`src/rtl/minrv32_mem_arbiter.sv`:
```
// rtl/minrv32_mem_arbiter.sv - two-master round-robin arbiter for a shared memory port
// Grants hold a registered copy of the winner's request; a stalled slave is aborted after TIMEOUT waits.
module minrv32_mem_arbiter #(
  parameter int TIMEOUT = 255
) (
  input  logic        clk,
  input  logic        resetn,
  input  logic        m0_valid,
  input  logic        m0_instr,
  input  logic [31:0] m0_addr,
  input  logic [31:0] m0_wdata,
  input  logic [3:0]  m0_wstrb,
  output logic        m0_ready,
  output logic [31:0] m0_rdata,
  output logic        m0_err,
  input  logic        m1_valid,
  input  logic        m1_instr,
  input  logic [31:0] m1_addr,
  input  logic [31:0] m1_wdata,
  input  logic [3:0]  m1_wstrb,
  output logic        m1_ready,
  output logic [31:0] m1_rdata,
  output logic        m1_err,
  output logic        mem_valid,
  output logic        mem_instr,
  output logic [31:0] mem_addr,
  output logic [31:0] mem_wdata,
  output logic [3:0]  mem_wstrb,
  input  logic        mem_ready,
  input  logic [31:0] mem_rdata,
  output logic [1:0]  grant
);

  localparam logic [1:0]  IDLE  = 2'd0;
  localparam logic [1:0]  BUSY0 = 2'd1;
  localparam logic [1:0]  BUSY1 = 2'd2;
  localparam logic [15:0] TIMEOUT_C = 16'(TIMEOUT);
  localparam bit          TIMEOUT_EN = (TIMEOUT != 0);

  logic [1:0]  state_q, state_d;
  logic        last_q, last_d;
  logic [15:0] cnt_q, cnt_d;
  logic        instr_q, instr_d;
  logic [31:0] addr_q, addr_d;
  logic [31:0] wdata_q, wdata_d;
  logic [3:0]  wstrb_q, wstrb_d;

  logic        busy;
  logic        owner;
  logic        abort;
  logic        done;
  logic        take;
  logic        sel;
  logic [31:0] rsp_data;

  assign busy  = (state_q == BUSY0) || (state_q == BUSY1);
  assign owner = (state_q == BUSY1);
  // A real completion in the timeout cycle wins over the abort.
  assign abort = busy && !mem_ready && TIMEOUT_EN && (cnt_q == TIMEOUT_C);
  assign done  = busy && (mem_ready || abort);

  always_comb begin
    state_d = busy ? state_q : IDLE;
    last_d  = last_q;
    cnt_d   = cnt_q;
    instr_d = instr_q;
    addr_d  = addr_q;
    wdata_d = wdata_q;
    wstrb_d = wstrb_q;
    take    = 1'b0;
    sel     = 1'b0;
    if (!busy) begin
      if (m0_valid && m1_valid) begin
        take = 1'b1;
        sel  = ~last_q;
      end else if (m0_valid || m1_valid) begin
        take = 1'b1;
        sel  = m1_valid;
      end
    end else if (done) begin
      // The finishing master still holds valid this cycle, so only the other one may win.
      last_d = owner;
      if (owner ? m0_valid : m1_valid) begin
        take = 1'b1;
        sel  = ~owner;
      end else begin
        state_d = IDLE;
      end
    end else begin
      cnt_d = cnt_q + 16'd1;
    end
    if (take) begin
      state_d = sel ? BUSY1 : BUSY0;
      cnt_d   = 16'd0;
      instr_d = sel ? m1_instr : m0_instr;
      addr_d  = sel ? m1_addr  : m0_addr;
      wdata_d = sel ? m1_wdata : m0_wdata;
      wstrb_d = sel ? m1_wstrb : m0_wstrb;
    end
  end

  always_ff @(posedge clk or negedge resetn) begin
    if (!resetn) begin
      state_q <= IDLE;
      last_q  <= 1'b1;
      cnt_q   <= 16'd0;
      instr_q <= 1'b0;
      addr_q  <= 32'd0;
      wdata_q <= 32'd0;
      wstrb_q <= 4'd0;
    end else begin
      state_q <= state_d;
      last_q  <= last_d;
      cnt_q   <= cnt_d;
      instr_q <= instr_d;
      addr_q  <= addr_d;
      wdata_q <= wdata_d;
      wstrb_q <= wstrb_d;
    end
  end

  assign rsp_data  = abort ? 32'hFFFF_FFFF : mem_rdata;

  assign m0_ready  = (state_q == BUSY0) && done;
  assign m0_err    = m0_ready && abort;
  assign m0_rdata  = (state_q == BUSY0) ? rsp_data : 32'd0;
  assign m1_ready  = (state_q == BUSY1) && done;
  assign m1_err    = m1_ready && abort;
  assign m1_rdata  = (state_q == BUSY1) ? rsp_data : 32'd0;

  assign mem_valid = busy;
  assign mem_instr = instr_q;
  assign mem_addr  = addr_q;
  assign mem_wdata = wdata_q;
  assign mem_wstrb = wstrb_q;
  assign grant     = {state_q == BUSY1, state_q == BUSY0};

endmodule

```
`config.mk`:
```
export PLATFORM = sky130hd
export DESIGN_NAME = minrv32_mem_arbiter
export DESIGN_NICKNAME = d
export VERILOG_FILES = /design/src/rtl/minrv32_mem_arbiter.sv
export SDC_FILE = /design/constraint.sdc
export NUM_CORES = 1
export LEC_CHECK = 0
export ABC_CLOCK_PERIOD_IN_PS = 2300
export BUFFER_PORTS_ARGS = -buffer_cell sky130_fd_sc_hd__buf_4
export CAP_MARGIN = 20
export CORE_AREA = 10 10 128 130
export CTS_CLUSTER_DIAMETER = 50
export DETAILED_ROUTE_END_ITERATION = 8
export DIE_AREA = 0 0 138 140
export GPL_TIMING_DRIVEN = 0
export PLACE_DENSITY = 0.82
export SLEW_MARGIN = 15
export SYNTH_ARGS = -nofsm -noshare
export SYNTH_HDL_FRONTEND = slang
export SYNTH_SLANG_ARGS = --single-unit
```
`constraint.sdc`:
```
create_clock -name clk -period 2.3 [get_ports clk]
set_clock_uncertainty 0.05 [all_clocks]
set_input_delay 0.23 -clock clk [delete_from_list [all_inputs] [get_ports clk]]
set_output_delay 0.23 -clock clk [all_outputs]
set_load 0.005 [all_outputs]
```
==> results.sh, run 1 <==
export IMPL_root_buffer="clkbuf_16"
export IMPL_clk_latency_ns=0.35
export IMPL_final_hold_viol_count=0
export IMPL_layout_common_cells="343 x buf_4, 87 x dfrtp_1, 66 x o21a_1"
export IMPL_num_rows=43
export IMPL_htreeDepth=3
export IMPL_crit_arrival_ns=2.53
export IMPL_vias=6518
export IMPL_core_um2=13800
export IMPL_hold_worst_slack_ns=0.0943
export IMPL_power_leakage_nw=4.07
export IMPL_die_area_um2=19300
export IMPL_min_period_ns=2.36
export IMPL_violations="negative setup slack"
export IMPL_synthFlopType="dfrtp_1"
export IMPL_cts_sinks=88
export IMPL_r2r_start="state_q[0]$_DFF_PN0_"
export IMPL_r2r_slack_ns=-0.06
export IMPL_slew_headroom=0.503
export IMPL_critPathCaptureType="register"
export IMPL_final_common_cell="buf_4"
export IMPL_path_cells="inv_2 > ha_4 > or2_2 > nand3b_1 > o21a_4 > buf_2 > o21ai_1 > a2bb2oi_2"
export IMPL_synth_area_per_cell_um2=9.89
export IMPL_async_reset_ff_frac=1.00
export IMPL_hpwl_um=19100
export IMPL_first_pass_iters=5
export IMPL_path_clk_slew_ns=0.07
export IMPL_synth_adder_area_share=0.00687
export IMPL_drt_initial_drc_count=454
export IMPL_fin_ws_ns=-0.0591
export IMPL_endpoint="mem_wdata[22]$_DFFE_PN0P_"
export IMPL_synth_edf_count=0
export IMPL_power_mw=12.7
export IMPL_max_freq_mhz=424
export IMPL_fin_area_um2=9210
export IMPL_synth_warnings=0
export IMPL_ys_types=46
export IMPL_crit_required_ns=2.47
export IMPL_area_growth_pct=68.5
export IMPL_status="finished with violations"
export IMPL_postRouteAntennaNets=0
export IMPL_ioPinCount=315
export IMPL_overflow=0
export IMPL_reg2regPathDepth=8
export IMPL_cp_start_kind="register"
export IMPL_wl_per_cell_um=23.9
export IMPL_worstSetupStartpoint="state_q[0]$_DFF_PN0_"
export IMPL_dpl_worst_slack_ns=-0.455
export IMPL_cellPowerDensity_nw_per_um2=1380
export IMPL_die_w_um=138
export IMPL_cp_slowest_cell="dfrtp_1"
export IMPL_crit_type="reg2reg"
export IMPL_grt_pass1_vias=6367
export IMPL_slowest_delay_ns=0.40
export IMPL_cts_buffer_depth=2
export IMPL_synthMuxAreaShare=0.00938
export IMPL_cts_tree="done"
export IMPL_syn_inst=553
export IMPL_ir_drop_uv=802
export IMPL_cts_buffers=9
export IMPL_setup_tns_ns=-0.692
export IMPL_fin_crit_sh=1.03
export IMPL_grt_total_usage=0.243
export IMPL_seq_area_frac_synth=0.403
export IMPL_fp_dieH_um=140
export IMPL_start_util=0.397
export IMPL_worst_slew_pin_slew_ns=0.745
export IMPL_maxCapViolations=0
export IMPL_drive_above_1_share=0.536
export IMPL_grt_max_degree=52
export IMPL_port_buffers=314
export IMPL_synth_xor_area_frac=0
export IMPL_synth_compound_area_frac=0.439
export IMPL_syn_area_um2=5470
export IMPL_placed_cell_area_um2=8080
export IMPL_syn_nets=731
export IMPL_slew_viol_final=0
export IMPL_routed_wl_um=26200
export IMPL_grt_antenna_before_repair=1
export IMPL_viasPerCell=5.96
export IMPL_rsz0062_at_grt="true"
export IMPL_grt_pass1_wl_um=38000
export IMPL_drc=0
export IMPL_setup_viol=50
export IMPL_gp_congestion=0.929
export IMPL_yosys_area_share_simple=0.0728
export IMPL_hold_class="in2reg"
export IMPL_path_max_fanout=10
export IMPL_fin_nets=1086
export IMPL_ys_ff_latch=88
export IMPL_r2r_end="mem_wdata[22]$_DFFE_PN0P_"
export IMPL_synth_top_family_by_area="compound AO/OA/AOI/OAI gates"
## Yosys cell counts (6+ instances only)
library cell,n,area share
a311oi_1,59,0.095
nand2_1,9,0.0062
nor4_1,6,0.0069
a311oi_2,10,0.027
dfrtp_1,87,0.40
o31ai_1,10,0.014
buf_1,6,0.0041
and3_1,6,0.0069
clkbuf_1,48,0.033
a2bb2oi_1,70,0.11
o21ai_0,77,0.070
a21oi_1,10,0.0092
inv_1,7,0.0048
or4_1,10,0.014
buf_2,14,0.013
o21a_1,67,0.092
## how the worst min path moves through the flow
| stage | start | to | cells after the start |
|---|---|---|---|
| after global placement | last_q$_DFFE_PN1P_ | last_q$_DFFE_PN1P_ | 2 |
| final | m0_addr[27] | mem_addr[27]$_DFFE_PN0P_ | 3 |
| after floorplan | resetn | cnt_q[0]$_DFFE_PN0P_ | 0 |
| after detailed placement | resetn | mem_addr[9]$_DFFE_PN0P_ | 1 |
| after global routing | m0_addr[7] | mem_addr[7]$_DFFE_PN0P_ | 3 |
| after CTS | mem_ready | cnt_q[0]$_DFFE_PN0P_ | 2 |
## critical path: cells and delay by family (launching register included)
family / cells / cell delay (ns)
compound gates: 3 / 0.69
simple gates: 2 / 0.60
flops: 1 / 0.40
buf+inv: 2 / 0.28
fa+ha+maj: 1 / 0.20
## cell type report
cell class / instances / area [um2]
Buffer: 75 / 543
Fill cell: 1087 / 4560
Multi-Input combinational cell: 382 / 3240
Timing Repair Buffer: 345 / 2680
Clock inverter: 6 / 48.8
Sequential cell: 88 / 2200
Antenna cell: 1 / 2.50
Tap cell: 180 / 225
Inverter: 7 / 28.8
Clock buffer: 10 / 239
## state kept, by name (all words and copies together), names as in the netlist
name	flops
mem_wdata	32
mem_instr	1
state_q	2
mem_wstrb	4
cnt_q	16
mem_addr	32
last_q	1
## through the flow
step	instances	utilization
floorplan	553	-
global placement	1047	0.584
detailed placement	1048	0.586
CTS	1082	0.635
global route	1094	0.669
finish	1094	0.669
## per-layer routing
layer	vias up	GRT usage	routed length, um
li1	2931	-	-
met3	40	0.0808	2590
met2	358	0.407	13100
met1	3189	0.284	9850
met4	0	0.0838	671
met5	-	0	0
## report_power, final
part,internal [mW],total (mW),switching (mW)
Combinational,4.33,8.58,4.25
Clock,0.779,1.46,0.680
Sequential,2.25,2.67,0.420
## kinds of logic after synthesis
kind of cell,Yosys count
AOI/OAI and AO/OA,316
DFF,88
buffers and inverters,83
and+or+nand+nor,58
muxes,5
adders and majority gates,3
## what timing repair did
action,4_1_cts,5_1_grt
pin swaps,11,23
gates resized for setup,75,124
cloned,1,2
hold buffers,1,0
endpoints found under the setup margin,155,151
buffers inserted,16,10
endpoints found under the hold margin,37,0
Power figures use the tool's default switching activity.
==> run 2, diff against run 1 <==
--- a/config.mk
+++ b/config.mk
@@ -7,3 +7,3 @@
 export LEC_CHECK = 0
-export ABC_CLOCK_PERIOD_IN_PS = 2300
+export ABC_CLOCK_PERIOD_IN_PS = 2400
 export BUFFER_PORTS_ARGS = -buffer_cell sky130_fd_sc_hd__buf_4
@@ -15,3 +15,3 @@
 export GPL_TIMING_DRIVEN = 0
-export PLACE_DENSITY = 0.82
+export PLACE_DENSITY = 0.79
 export SLEW_MARGIN = 15
==> constraint.sdc (replaced) <==
create_clock -name clk -period 2.4 [get_ports clk]
set_clock_uncertainty 0.05 [all_clocks]
set_input_delay 0.24 -clock clk [delete_from_list [all_inputs] [get_ports clk]]
set_output_delay 0.24 -clock clk [all_outputs]
set_load 0.05 [all_outputs]
==> results.sh, run 2 (synthesis results as in run 1) <==
export IMPL_cp_slowest_cell="clkbuf_1"
export IMPL_crit_buf_inv=4
export IMPL_slowest_delay_ns=0.42
export IMPL_core_um2=13800
export IMPL_slew_viol_final=0
export IMPL_path_cells="inv_1 > ha_1 > buf_1 > clkbuf_1 > o21a_1 > buf_4"
export IMPL_grt_pass1_vias=6709
export IMPL_max_freq_mhz=409
export IMPL_power_leakage_nw=4.11
export IMPL_die_w_um=138
export IMPL_crit_type="reg2out"
export IMPL_cts_sinks=88
export IMPL_critPathCaptureType="output pin"
export IMPL_path_max_fanout=10
export IMPL_cts_tree="done"
export IMPL_ioPinCount=315
export IMPL_start_util=0.397
export IMPL_setup_viol=33
export IMPL_wl_per_cell_um=25.0
export IMPL_maxCapViolations=0
export IMPL_grt_max_degree=48
export IMPL_worst_slew_pin_slew_ns=0.841
export IMPL_final_hold_viol_count=0
export IMPL_drc=0
export IMPL_grt_pass1_wl_um=39300
export IMPL_crit_family="buffers and inverters"
export IMPL_cts_buffer_depth=2
export IMPL_switching_share=0.527
export IMPL_fin_crit_sh=1.02
export IMPL_final_common_cell="buf_4"
export IMPL_pwr_share_seq=0.167
export IMPL_crit_arrival_ns=2.15
export IMPL_overflow=0
export IMPL_htreeDepth=3
export IMPL_clk_latency_ns=0.34
export IMPL_fin_nets=1076
export IMPL_crit_required_ns=2.11
export IMPL_cp_start_kind="register"
export IMPL_hold_worst_slack_ns=0.101
export IMPL_combPwrFrac=0.729
export IMPL_postRouteAntennaNets=0
export IMPL_viasPerCell=5.98
export IMPL_clkPwrFrac=0.104
export IMPL_dpl_worst_slack_ns=-0.395
export IMPL_die_area_um2=19300
export IMPL_placed_cell_area_um2=8140
export IMPL_min_period_ns=2.44
export IMPL_first_pass_iters=5
export IMPL_root_buffer="clkbuf_16"
export IMPL_drive_above_1_share=0.537
export IMPL_power_switching_mw=8.13
export IMPL_path_clk_slew_ns=0.07
export IMPL_antenna_diode_count=0
export IMPL_fp_dieH_um=140
export IMPL_hpwl_um=19400
export IMPL_num_rows=43
export IMPL_ir_drop_uv=952
export IMPL_p_int_mw=7.30
export IMPL_violations="negative setup slack"
export IMPL_hold_class="in2reg"
export IMPL_fin_ws_ns=-0.0444
export IMPL_routed_wl_um=27100
export IMPL_port_buffers=314
export IMPL_grt_total_usage=0.250
export IMPL_drt_initial_drc_count=551
export IMPL_status="finished with violations"
export IMPL_area_growth_pct=70.9
export IMPL_vias=6476
export IMPL_rsz0062_at_grt="true"
export IMPL_fin_area_um2=9340
export IMPL_slew_headroom=0.439
export IMPL_cts_buffers=9
export IMPL_grt_antenna_before_repair=0
export IMPL_gp_congestion=0.911
export IMPL_cellPowerDensity_nw_per_um2=1650
export IMPL_layout_common_cells="279 x buf_4, 87 x dfrtp_1, 76 x o21ai_0"
-- run 2: timing repair --
item / 4_1_cts / 5_1_grt
setup endpoints to repair: 153 / 149
buffers inserted: 7 / 10
hold buffers: 1 / 0
gates resized for setup: 93 / 112
endpoints found under the hold margin: 45 / 0
pin swaps: 3 / 4
cloned: 1 / 0
-- run 2: area by class of cell --
type / instances / area (um2)
buffer: 76 / 482
clock buffer: 11 / 253
clock inverter: 5 / 86.3
fill: 1026 / 4430
inverter: 7 / 26.3
multi-input combinational: 382 / 3110
sequential: 88 / 2200
tap: 180 / 225
timing repair buffer: 334 / 2950
-- run 2: final timing paths --
check                                startpoint                        to  slack (ns)  depth (start not counted)
max                        state_q[1]$_DFF_PN0_               m0_rdata[5]       -0.04                          6
min                                 m0_wdata[2]  mem_wdata[2]$_DFFE_PN0P_        0.10                          3
max reg2reg                state_q[0]$_DFF_PN0_  mem_wstrb[3]$_DFFE_PN0P_        0.07                          8
min reg2reg                  last_q$_DFFE_PN1P_        last_q$_DFFE_PN1P_        0.44                          2
max in group asynchronous                resetn      cnt_q[7]$_DFFE_PN0P_        1.24                          3
min in group asynchronous                resetn  mem_addr[25]$_DFFE_PN0P_        0.41                          2
-- run 2: per-stage QoR --
stage	power [mW]	setup TNS, ns	std cells	util
final	15.4	-0.469	1083	0.678
after global routing	16.1	-6.04	1083	0.678
after CTS	14.7	-0.000222	1073	0.644
after detailed placement	12.6	-39.03	1048	0.591
after global placement	12.5	-30.51	1047	0.589
after floorplan	9.48	0	553	-
-- run 2: worst min-delay path: stages --
cell       delay (ns)
buf_4            0.11
o21ai_0          0.06
a2bb2oi_1        0.06
-- run 2: layer usage --
metal,part of all wire,track usage
met1,0.37,0.273
met2,0.49,0.419
met3,0.11,0.108
met4,0.034,0.0993
met5,0,0
-- run 2: power groups by stage --
stage | Clock [mW] | Sequential, mW | Combinational, mW
2_1_floorplan | 0 | 4.57 | 4.91
3_3_place_gp | 0 | 2.55 | 9.95
3_5_place_dp | 0 | 2.53 | 10.1
4_1_cts | 1.62 | 2.56 | 10.5
5_1_grt | 1.69 | 2.64 | 11.7
6_report | 1.60 | 2.57 | 11.3
